--- config.mk ---
export PLATFORM = sky130hd
export DESIGN_NAME = tcb_uart_man
export DESIGN_NICKNAME = d
export VERILOG_FILES = /design/src/rtl/tcb_uart_man.sv
export SDC_FILE = /design/constraint.sdc
export NUM_CORES = 1
export LEC_CHECK = 0
export CAP_MARGIN = 20
export CORE_MARGIN = 5
export CORE_UTILIZATION = 45
export DETAILED_ROUTE_END_ITERATION = 8
export HOLD_SLACK_MARGIN = 0.05
export PLACE_DENSITY_LB_ADDON = 0.05
export SETUP_SLACK_MARGIN = 0.02
export SYNTH_ARGS = -nofsm -noshare
export SYNTH_HDL_FRONTEND = slang
export SYNTH_SLANG_ARGS = --single-unit
export TNS_END_PERCENT = 100
--- constraint.sdc ---
create_clock -name clk -period 3.15 [get_ports clk]
set_input_delay 0.63 -clock clk [delete_from_list [all_inputs] [get_ports clk]]
set_output_delay 0.63 -clock clk [all_outputs]
set_load 0.01 [all_outputs]
--- src/rtl/tcb_uart_man.sv ---
// UART-to-TCB debug bridge (bus manager side).
// A host sends command frames over 8N1 UART; the bridge issues one TCB
// transfer per frame and returns read data (reads) and a status byte.
//
// Handshake: tcb_vld together with tcb_wen/tcb_adr/tcb_wdt is held stable
// until tcb_rdy is sampled high; the transfer happens in the cycle where
// tcb_vld & tcb_rdy, and tcb_rdt/tcb_err are sampled DLY cycles later.
module tcb_uart_man #(
  parameter int unsigned N_BIT = 4,
  parameter int unsigned ADW   = 32,
  parameter int unsigned DBW   = 32,
  parameter int unsigned DLY   = 1
) (
  input  logic             clk,
  input  logic             rst,
  input  logic             uart_rxd,
  output logic             uart_txd,
  output logic             tcb_vld,
  output logic             tcb_wen,
  output logic [ADW-1:0]   tcb_adr,
  output logic [DBW/8-1:0] tcb_ben,
  output logic [DBW-1:0]   tcb_wdt,
  input  logic             tcb_rdy,
  input  logic [DBW-1:0]   tcb_rdt,
  input  logic             tcb_err,
  output logic             busy
);

  localparam int unsigned CW = $clog2(N_BIT);

  localparam logic [2:0] RX_CMD  = 3'd0;
  localparam logic [2:0] RX_ADR  = 3'd1;
  localparam logic [2:0] RX_WDT  = 3'd2;
  localparam logic [2:0] BUS_REQ = 3'd3;
  localparam logic [2:0] BUS_RSP = 3'd4;
  localparam logic [2:0] TX_RDT  = 3'd5;
  localparam logic [2:0] TX_STS  = 3'd6;

  localparam logic [1:0] ADR_LAST = 2'(ADW/8 - 1);

  assign tcb_ben = '1;

  // ---------------------------------------------------------------- RX
  logic          rxd_s1, rxd_s2, rxd_q;
  logic          rx_busy;
  logic [CW-1:0] rx_cnt;
  logic [3:0]    rx_bit;
  logic [7:0]    rx_sh;
  logic          rx_smp, rx_vld, rx_ferr;

  // bit 0 is the start bit, 1..8 data, 9 the stop bit
  assign rx_smp  = rx_busy && (rx_cnt == '0);
  assign rx_vld  = rx_smp && (rx_bit == 4'd9) && rxd_s2;
  assign rx_ferr = rx_smp && (rx_bit == 4'd9) && !rxd_s2;

  // synchronize the line, detect start, sample each bit at mid-bit
  always_ff @(posedge clk) begin
    if (rst) begin
      rxd_s1  <= 1'b1;
      rxd_s2  <= 1'b1;
      rxd_q   <= 1'b1;
      rx_busy <= 1'b0;
      rx_cnt  <= '0;
      rx_bit  <= 4'd0;
      rx_sh   <= 8'h00;
    end else begin
      rxd_s1 <= uart_rxd;
      rxd_s2 <= rxd_s1;
      rxd_q  <= rxd_s2;
      if (!rx_busy) begin
        if (rxd_q && !rxd_s2) begin
          rx_busy <= 1'b1;
          rx_cnt  <= CW'(N_BIT/2 - 1);
          rx_bit  <= 4'd0;
        end
      end else if (rx_cnt != '0) begin
        rx_cnt <= rx_cnt - 1'b1;
      end else begin
        rx_cnt <= CW'(N_BIT - 1);
        rx_bit <= rx_bit + 4'd1;
        if (rx_bit == 4'd0) begin
          if (rxd_s2) rx_busy <= 1'b0;  // start glitch
        end else if (rx_bit == 4'd9) begin
          rx_busy <= 1'b0;
        end else begin
          rx_sh <= {rxd_s2, rx_sh[7:1]};
        end
      end
    end
  end

  // ---------------------------------------------------------------- TX
  logic          tx_busy;
  logic [CW-1:0] tx_cnt;
  logic [3:0]    tx_bit;
  logic [8:0]    tx_sh;
  logic          tx_rdy, tx_load;
  logic [7:0]    tx_byte;

  // ready while idle or in the last cycle of a stop bit (back-to-back)
  assign tx_rdy = !tx_busy || ((tx_bit == 4'd9) && (tx_cnt == '0));

  // serialize start, 8 data bits LSB first, stop
  always_ff @(posedge clk) begin
    if (rst) begin
      uart_txd <= 1'b1;
      tx_busy  <= 1'b0;
      tx_cnt   <= '0;
      tx_bit   <= 4'd0;
      tx_sh    <= '1;
    end else if (tx_load) begin
      uart_txd <= 1'b0;
      tx_busy  <= 1'b1;
      tx_cnt   <= CW'(N_BIT - 1);
      tx_bit   <= 4'd0;
      tx_sh    <= {1'b1, tx_byte};
    end else if (tx_busy) begin
      if (tx_cnt != '0) begin
        tx_cnt <= tx_cnt - 1'b1;
      end else if (tx_bit == 4'd9) begin
        tx_busy <= 1'b0;
      end else begin
        tx_cnt   <= CW'(N_BIT - 1);
        tx_bit   <= tx_bit + 4'd1;
        uart_txd <= tx_sh[0];
        tx_sh    <= {1'b1, tx_sh[8:1]};
      end
    end
  end

  // --------------------------------------------------------------- FSM
  logic [2:0]     state;
  logic [1:0]     cnt;
  logic [DBW-1:0] rsp_sh;
  logic [7:0]     sts;

  // pick the next response byte for the serializer
  always_comb begin
    tx_load = 1'b0;
    tx_byte = 8'h00;
    case (state)
      TX_RDT: begin
        tx_load = tx_rdy;
        tx_byte = rsp_sh[7:0];
      end
      TX_STS: begin
        tx_load = tx_rdy && (cnt == 2'd0);
        tx_byte = sts;
      end
      default: ;
    endcase
  end

  // command parsing, bus transfer and response sequencing
  always_ff @(posedge clk) begin
    if (rst) begin
      state   <= RX_CMD;
      cnt     <= 2'd0;
      busy    <= 1'b0;
      tcb_vld <= 1'b0;
      tcb_wen <= 1'b0;
      tcb_adr <= '0;
      tcb_wdt <= '0;
      rsp_sh  <= '0;
      sts     <= 8'h00;
    end else begin
      case (state)
        RX_CMD: if (rx_vld) begin
          cnt <= 2'd0;
          if (rx_sh == 8'h00 || rx_sh == 8'h80) begin
            tcb_wen <= rx_sh[7];
            busy    <= 1'b1;
            state   <= RX_ADR;
          end else begin
            sts   <= 8'hFF;
            state <= TX_STS;
          end
        end
        RX_ADR: if (rx_ferr) begin
          state <= RX_CMD;
          busy  <= 1'b0;
          cnt   <= 2'd0;
        end else if (rx_vld) begin
          tcb_adr <= (tcb_adr >> 8) | (ADW'(rx_sh) << (ADW - 8));
          if (cnt == ADR_LAST) begin
            cnt <= 2'd0;
            if (tcb_wen) begin
              state <= RX_WDT;
            end else begin
              state   <= BUS_REQ;
              tcb_vld <= 1'b1;
            end
          end else begin
            cnt <= cnt + 2'd1;
          end
        end
        RX_WDT: if (rx_ferr) begin
          state <= RX_CMD;
          busy  <= 1'b0;
          cnt   <= 2'd0;
        end else if (rx_vld) begin
          tcb_wdt <= {rx_sh, tcb_wdt[DBW-1:8]};
          if (cnt == 2'd3) begin
            cnt     <= 2'd0;
            state   <= BUS_REQ;
            tcb_vld <= 1'b1;
          end else begin
            cnt <= cnt + 2'd1;
          end
        end
        BUS_REQ: if (tcb_vld && tcb_rdy) begin
          tcb_vld <= 1'b0;
          state   <= BUS_RSP;
          cnt     <= 2'd0;
          if (DLY == 0) begin
            rsp_sh <= tcb_rdt;
            sts    <= {7'd0, tcb_err};
          end
        end
        BUS_RSP: begin
          if (DLY != 0) begin
            rsp_sh <= tcb_rdt;
            sts    <= {7'd0, tcb_err};
          end
          state <= tcb_wen ? TX_STS : TX_RDT;
          cnt   <= 2'd0;
        end
        TX_RDT: if (tx_load) begin
          rsp_sh <= rsp_sh >> 8;
          if (cnt == 2'd3) begin
            state <= TX_STS;
            cnt   <= 2'd0;
          end else begin
            cnt <= cnt + 2'd1;
          end
        end
        TX_STS: if (tx_rdy) begin
          if (cnt == 2'd0) begin
            cnt <= 2'd1;  // status byte handed to the serializer
          end else begin
            state <= RX_CMD;
            busy  <= 1'b0;
            cnt   <= 2'd0;
          end
        end
        default: begin
          state <= RX_CMD;
          cnt   <= 2'd0;
        end
      endcase
    end
  end

endmodule

==> out/metrics.cfg, run 1 <==
[grt]
grt_usage_pct = 18.5
grt-ovfl-total = 0
grt_start_max_net_pins = 61
grt_pass1_vias = 4652
grt_antenna_before_repair = 0
grt_pass1_wl_um = 22700

[power]
vdd_drop_max_v = 0.000358
switching_share_pct = 21.8
power_frac_seq_pct = 47.3
p_sw_w = 0.000827
finalPower_w = 0.00379
p_clk_share_pct = 47.8
combPwrFrac_pct = 4.8
power.density_mw_per_mm2 = 505
p_int_w = 0.00297
p_leak_nw = 2.64

[route]
wl_met3_um = 718
wire_per_inst_um = 14.4
drt-met1-wl_um = 6700
ant_nets = 0
routed_via_density = 5.22
vias = 5120
top_layer_used = met4
finalWirelength_um = 14100
first_iter_violations = 489
drc = 0
met2_length_um = 6570
drt_pre_antenna_iters = 5

[clocking]
cts_made_buffers = 17
clk_pin_slew_ns = 0.05
h-tree-depth = 4
post_cts_resized = 0
clock_sinks = 140
post_cts_buffers = 0
cts.path.max_buffers = 2
cts_hold_buf = 0
cts_root_buffer = clkbuf_16
cts_tree = done
clk_latency_ns = 0.42

[timing]
fin_crit_sh_pct = 71.7
setup_tns_ns = 0
setup_viol = 0
tightest_slew_ns = 0.666
final_max_slew_viol_count = 0
hold_viol = 0
slew_headroom_pct = 55.4
rsz0062_at_grt = no
skew_ns = 0.00536
timing.fmax_mhz = 443
min_period_ns = 2.26

[setup_path]
worstPathRequired_ns = 3.45
crit_path_top_delay_cell = dfxtp_1
cp_num_buf_inv = 0
start_kind = register
path_common_cell = a21oi_1
crit_type = register to register
critPathMaxStageDelay_ns = 0.72
path_max_fanout = 17
worstSetupEndpointType = register
arrival_ns = 2.56
cp_top_family = compound AO/OA/AOI/OAI gates
path_cells = nand2b_2 -> a21oi_1 -> a21oi_1 -> a22oi_1 -> or2_1

[finish]
drive_gt1_share_pct = 8.03
stdcell_count = 981
area_growth_pct = 28.4
finalNetCount = 842
antennaDiodeCount = 0

[yosys]
syn-cell-area_mm2 = 0.00585
synth_edf_count = 0
yosysTopAreaCellShare_pct = 47.9
yosys_warnings = 0
ys.flop_type = dfxtp_1
synth_seq_cells = 140
synth_area_leaders = dfxtp_1 48%, nand2_1 13%, a21oi_1 6.9%
ys_seq_area_share_pct = 47.9
synth_area_per_cell_um2 = 8.25
syn-instance-count = 710
async_flop_share_pct = 0
synth_top_area_cell = dfxtp_1
synth.distinct_cells = 58

[floorplanning]
start_util_pct = 46.2
die_area_mm2 = 0.0154
num_rows = 41
io-pin-count = 109
die_w_um = 124
core_area_mm2 = 0.0127
fp.dieH_um = 124

[place]
placed_cells = 949
gp_congestion = 0.797
hpwl_um = 9650
port_buffers = 104

[hold_path]
hold_path.class = register to register

[flow_run]
max_cap_violations = 0

[outcome]
status = complete, no violations

metrics by stage:
step | area (um^2) | setup WS, ns | util [%] | hold WS (ns)
after floorplan | 5870 | 1.38 | - | 0.389
after global placement | 6970 | 1.03 | 55.0 | 0.394
after detailed placement | 6970 | 0.970 | 55.0 | 0.399
after CTS | 7510 | 0.956 | 59.3 | 0.421
after global routing | 7510 | 0.728 | 59.3 | 0.427
final | 7510 | 0.891 | 59.3 | 0.414
sequential cells by signal (all words and copies together), names as in the netlist, 2 cells and up:
signal   count
tx_sh        8
cnt          2
tx_bit       4
state        3
rx_sh        8
tcb_adr     32
tx_cnt       2
tcb_wdt     32
rx_cnt       2
sts          2
rsp_sh      32
rx_bit       4
path summary, 6_finish.rpt:
| check | start | depth (start not counted) | endpoint | slack, ns |
|---|---|---|---|---|
| min | rxd_s1 | 1 | rxd_s2 | 0.41 |
| max reg2reg | state[1] | 5 | tx_sh[7] | 0.89 |
| max | state[1] | 5 | tx_sh[7] | 0.89 |
| min reg2reg | rxd_s1 | 1 | rxd_s2 | 0.41 |
final cells by class:
type | count | area [um^2]
clock buffers | 26 | 509
clock inverters | 6 | 35.0
fillers | 1173 | 5160
inverters | 15 | 56.3
multi-input cells | 508 | 2770
flip-flops and latches | 140 | 2800
well taps | 172 | 215
repair buffers | 114 | 1130
cell usage in the layout (no fill, tap or decap), types with 7 or more instances in the layout:
cell / count
a22oi_1: 16
o21ai_0: 8
a21oi_1: 81
buf_4: 10
nor2_1: 59
nor3_1: 8
nand2_1: 207
clkbuf_16: 17
clkdlybuf4s50_1: 103
dfxtp_1: 140
a211o_1: 8
nand3_1: 7
inv_1: 14
mux2i_1: 11
ha_1: 9
a311oi_1: 27
worst register-to-register path, delay by kind of cell, from the launching register on:
| kind | cells | cell delay, ns |
|---|---|---|
| and+or+nand+nor | 2 | 0.56 |
| DFF | 1 | 0.72 |
| AOI/OAI and AO/OA | 3 | 0.88 |
cells in the mapped netlist, types with 3 or more instances:
master / number
o21ai_0: 8
a311oi_1: 27
buf_2: 21
a211oi_1: 4
mux2i_1: 11
or2_2: 3
nor3_1: 8
buf_4: 8
a211o_1: 8
a21oi_1: 81
nor3_4: 3
nand3_1: 7
ha_1: 9
a31oi_1: 3
inv_1: 14
nor2_1: 59
nand4_1: 3
dfxtp_1: 140
nor2b_1: 4
a21o_1: 3
a22oi_1: 16
nand2_1: 207
clkbuf_1: 20
power by group through the flow:
stage / sequential, W / combinational [W] / clock (W)
after global routing: 0.00180 / 0.000202 / 0.00195
after CTS: 0.00180 / 0.000183 / 0.00185
final: 0.00180 / 0.000184 / 0.00181
after floorplan: 0.00182 / 0.000124 / 0
after detailed placement: 0.00183 / 0.000183 / 0
after global placement: 0.00183 / 0.000179 / 0
layer usage:
layer	vias up	global-route usage (%)
met4	0	6.37
met2	107	27.3
met3	9	5.54
met5	-	0
li1	2592	-
met1	2412	25.9
cells by family (layout without fill, tap and decap cells):
| group | count (synthesis) | in the layout | share of synthesized area [%] |
|---|---|---|---|
| and+or+nand+nor | 314 | 314 | 23.4 |
| xor gates and xnor gates | 3 | 3 | 0.449 |
| AOI/OAI and AO/OA | 165 | 165 | 18.9 |
| adders and majority gates | 9 | 9 | 1.92 |
| buffers and inverters | 65 | 161 | 5.13 |
| other | 1 | 4 | 0.0641 |
| muxes | 13 | 13 | 2.27 |
| DFF | 140 | 140 | 47.9 |
Note: power is estimated with default switching activity, not from simulation.
==> run 2: changes to the inputs <==
Clock period 3.15 ns to 2 ns, I/O delays scaled along.
==> run 2 against run 1 <==
Net effect:
- clock power up 61%
- flip-flop and latch count unchanged
- clock-buffer cell count up 2
- clock skew up 0.0054 ns
- die area unchanged
- worst setup slack worse by 0.79 ns
- final cell count up 2.3%
- register-to-register slack worse by 0.79 ns
- critical path depth up 4
- combinational power up 98%
- largest cell class unchanged
==> out/metrics.cfg, run 2 (synthesized netlist as in run 1, its figures left out) <==
[outcome]
status = complete, no violations

[timing]
finalWorstSetupSlack_ns = 0.106
hold_viol = 0
final_max_slew_viol_count = 0
skew_ns = 0.0108
tightest_slew_ns = 0.623
min_period_ns = 1.89
fin_crit_sh_pct = 94.7
setup_viol = 0
slew_headroom_pct = 58.3
timing.fmax_mhz = 528

[floorplanning]
num_rows = 41
die_area_mm2 = 0.0154
fp.dieH_um = 124
die_w_um = 124
start_util_pct = 46.2
core_area_mm2 = 0.0127
io-pin-count = 109

[finish]
drive_gt1_share_pct = 12.3
fillers = 1189
antennaDiodeCount = 0
stdcell_count = 1004
reg.largest.list = rsp_sh (32), tcb_adr (32), tcb_wdt (32)
finalNetCount = 868
area_growth_pct = 34.0
layout_common_cells = 206 x nand2_1, 134 x dfxtp_1, 103 x clkdlybuf4s50_1
layout_commonest_cell = nand2_1

[route]
finalWirelength_um = 14500
drt_pre_antenna_iters = 5
routed_via_density = 5.15
first_iter_violations = 429
vias = 5171
wire_per_inst_um = 14.4
ant_nets = 0
drc = 0

[clocking]
clk_pin_slew_ns = 0.06
cts.path.max_buffers = 2
cts_tree = done
cts_made_buffers = 17
cts_root_buffer = clkbuf_16
h-tree-depth = 4
clk_latency_ns = 0.42
clock_sinks = 140

[grt]
grt_pass1_wl_um = 23300
grt_antenna_before_repair = 0
grt_start_max_net_pins = 49
grt_usage_pct = 19.1
grt_pass1_vias = 4925
grt-ovfl-total = 0

[setup_path]
worstPathRequired_ns = 2.28
worstSetupEndpointType = register
timing.rr.start = rx_cnt[0]
r2r_slack_ns = 0.11
crit_type = register to register
path_max_fanout = 7
reg2reg_depth = 9
critPathLaunch = rx_cnt[0]
r2r_end = state[0]
start_kind = register
arrival_ns = 2.17

[place]
hpwl_um = 9910
placed_cells = 970
place_ws_ns = 0.0672
gp_congestion = 0.813
port_buffers = 104

[hold_path]
holdCritStartpoint = rxd_s1
holdPathStages = 1
hold_path.class = register to register
hold_end = rxd_s2

[power]
vdd_drop_max_v = 0.000669
power.density_mw_per_mm2 = 776
p_leak_nw = 2.80

[flow_run]
max_cap_violations = 0

## run 2: cell count changes in the layout (fill, tap and decap cells not counted), moves of 4 or more
cell	before	now
buf_12	1	7
buf_4	10	29
clkinv_2	4	0
dfxtp_1	140	134
dfxtp_2	0	5
ha_1	9	5
## run 2: critical path: stages (launching register included)
cell	delay [ns]
dfxtp_2	0.32
inv_1	0.05
ha_2	0.20
nand3b_4	0.12
buf_4	0.18
o311a_2	0.33
a21oi_1	0.14
a2bb2oi_1	0.17
o32a_1	0.17
a211oi_1	0.07
## run 2: final cells by class
cell class / count / area [um^2] / share of cell area [%]
Timing Repair Buffer: 140 / 1410 / 18.0
Sequential cell: 140 / 2810 / 35.8
Clock inverter: 1 / 30.0 / 0.383
Inverter: 15 / 56.3 / 0.718
Multi-Input combinational cell: 508 / 2800 / 35.7
Tap cell: 172 / 215 / 2.74
Clock buffer: 28 / 517 / 6.59
## run 2: worst max-delay path by stage
| stage | cells after the start | endpoint |
|---|---|---|
| finish | 9 | state[0] |
| global route | 8 | rsp_sh[11] |
| global placement | 7 | state[2] |
| floorplan | 9 | state[2] |
| CTS | 7 | rsp_sh[5] |
| detailed placement | 7 | rsp_sh[5] |
## run 2: timing repair
item,in CTS,in global routing
setup endpoints to repair,0,104
hold buffers,0,0
gates resized for setup,0,19
buffers inserted,0,4
hold endpoints to repair,0,0
## run 2: through the flow
stage               hold slack [ns]  setup TNS (ns)  total power, W  util, %  instance area (um^2)
global route                  0.439         -0.0268         0.00630     61.9                  7850
CTS                           0.422               0         0.00613     61.2                  7750
finish                        0.423               0         0.00609     61.9                  7850
detailed placement            0.396               0         0.00322     56.8                  7200
global placement              0.395               0         0.00321     56.8                  7200
floorplan                     0.389               0         0.00307        -                  5870
## run 2: layer usage
| layer | GRT usage, % | routed length, um |
|---|---|---|
| met1 | 26.0 | 6790 |
| met2 | 29.3 | 6900 |
| met3 | 5.22 | 630 |
| met4 | 6.78 | 162 |
| met5 | 0 | 0 |
## run 2: power by group
group	leakage, nW	switching, W	internal, W
Combinational	1.40	0.000188	0.000176
Sequential	1.13	0.00000922	0.00280
Clock	0.267	0.00106	0.00185
Total	2.80	0.00125	0.00483
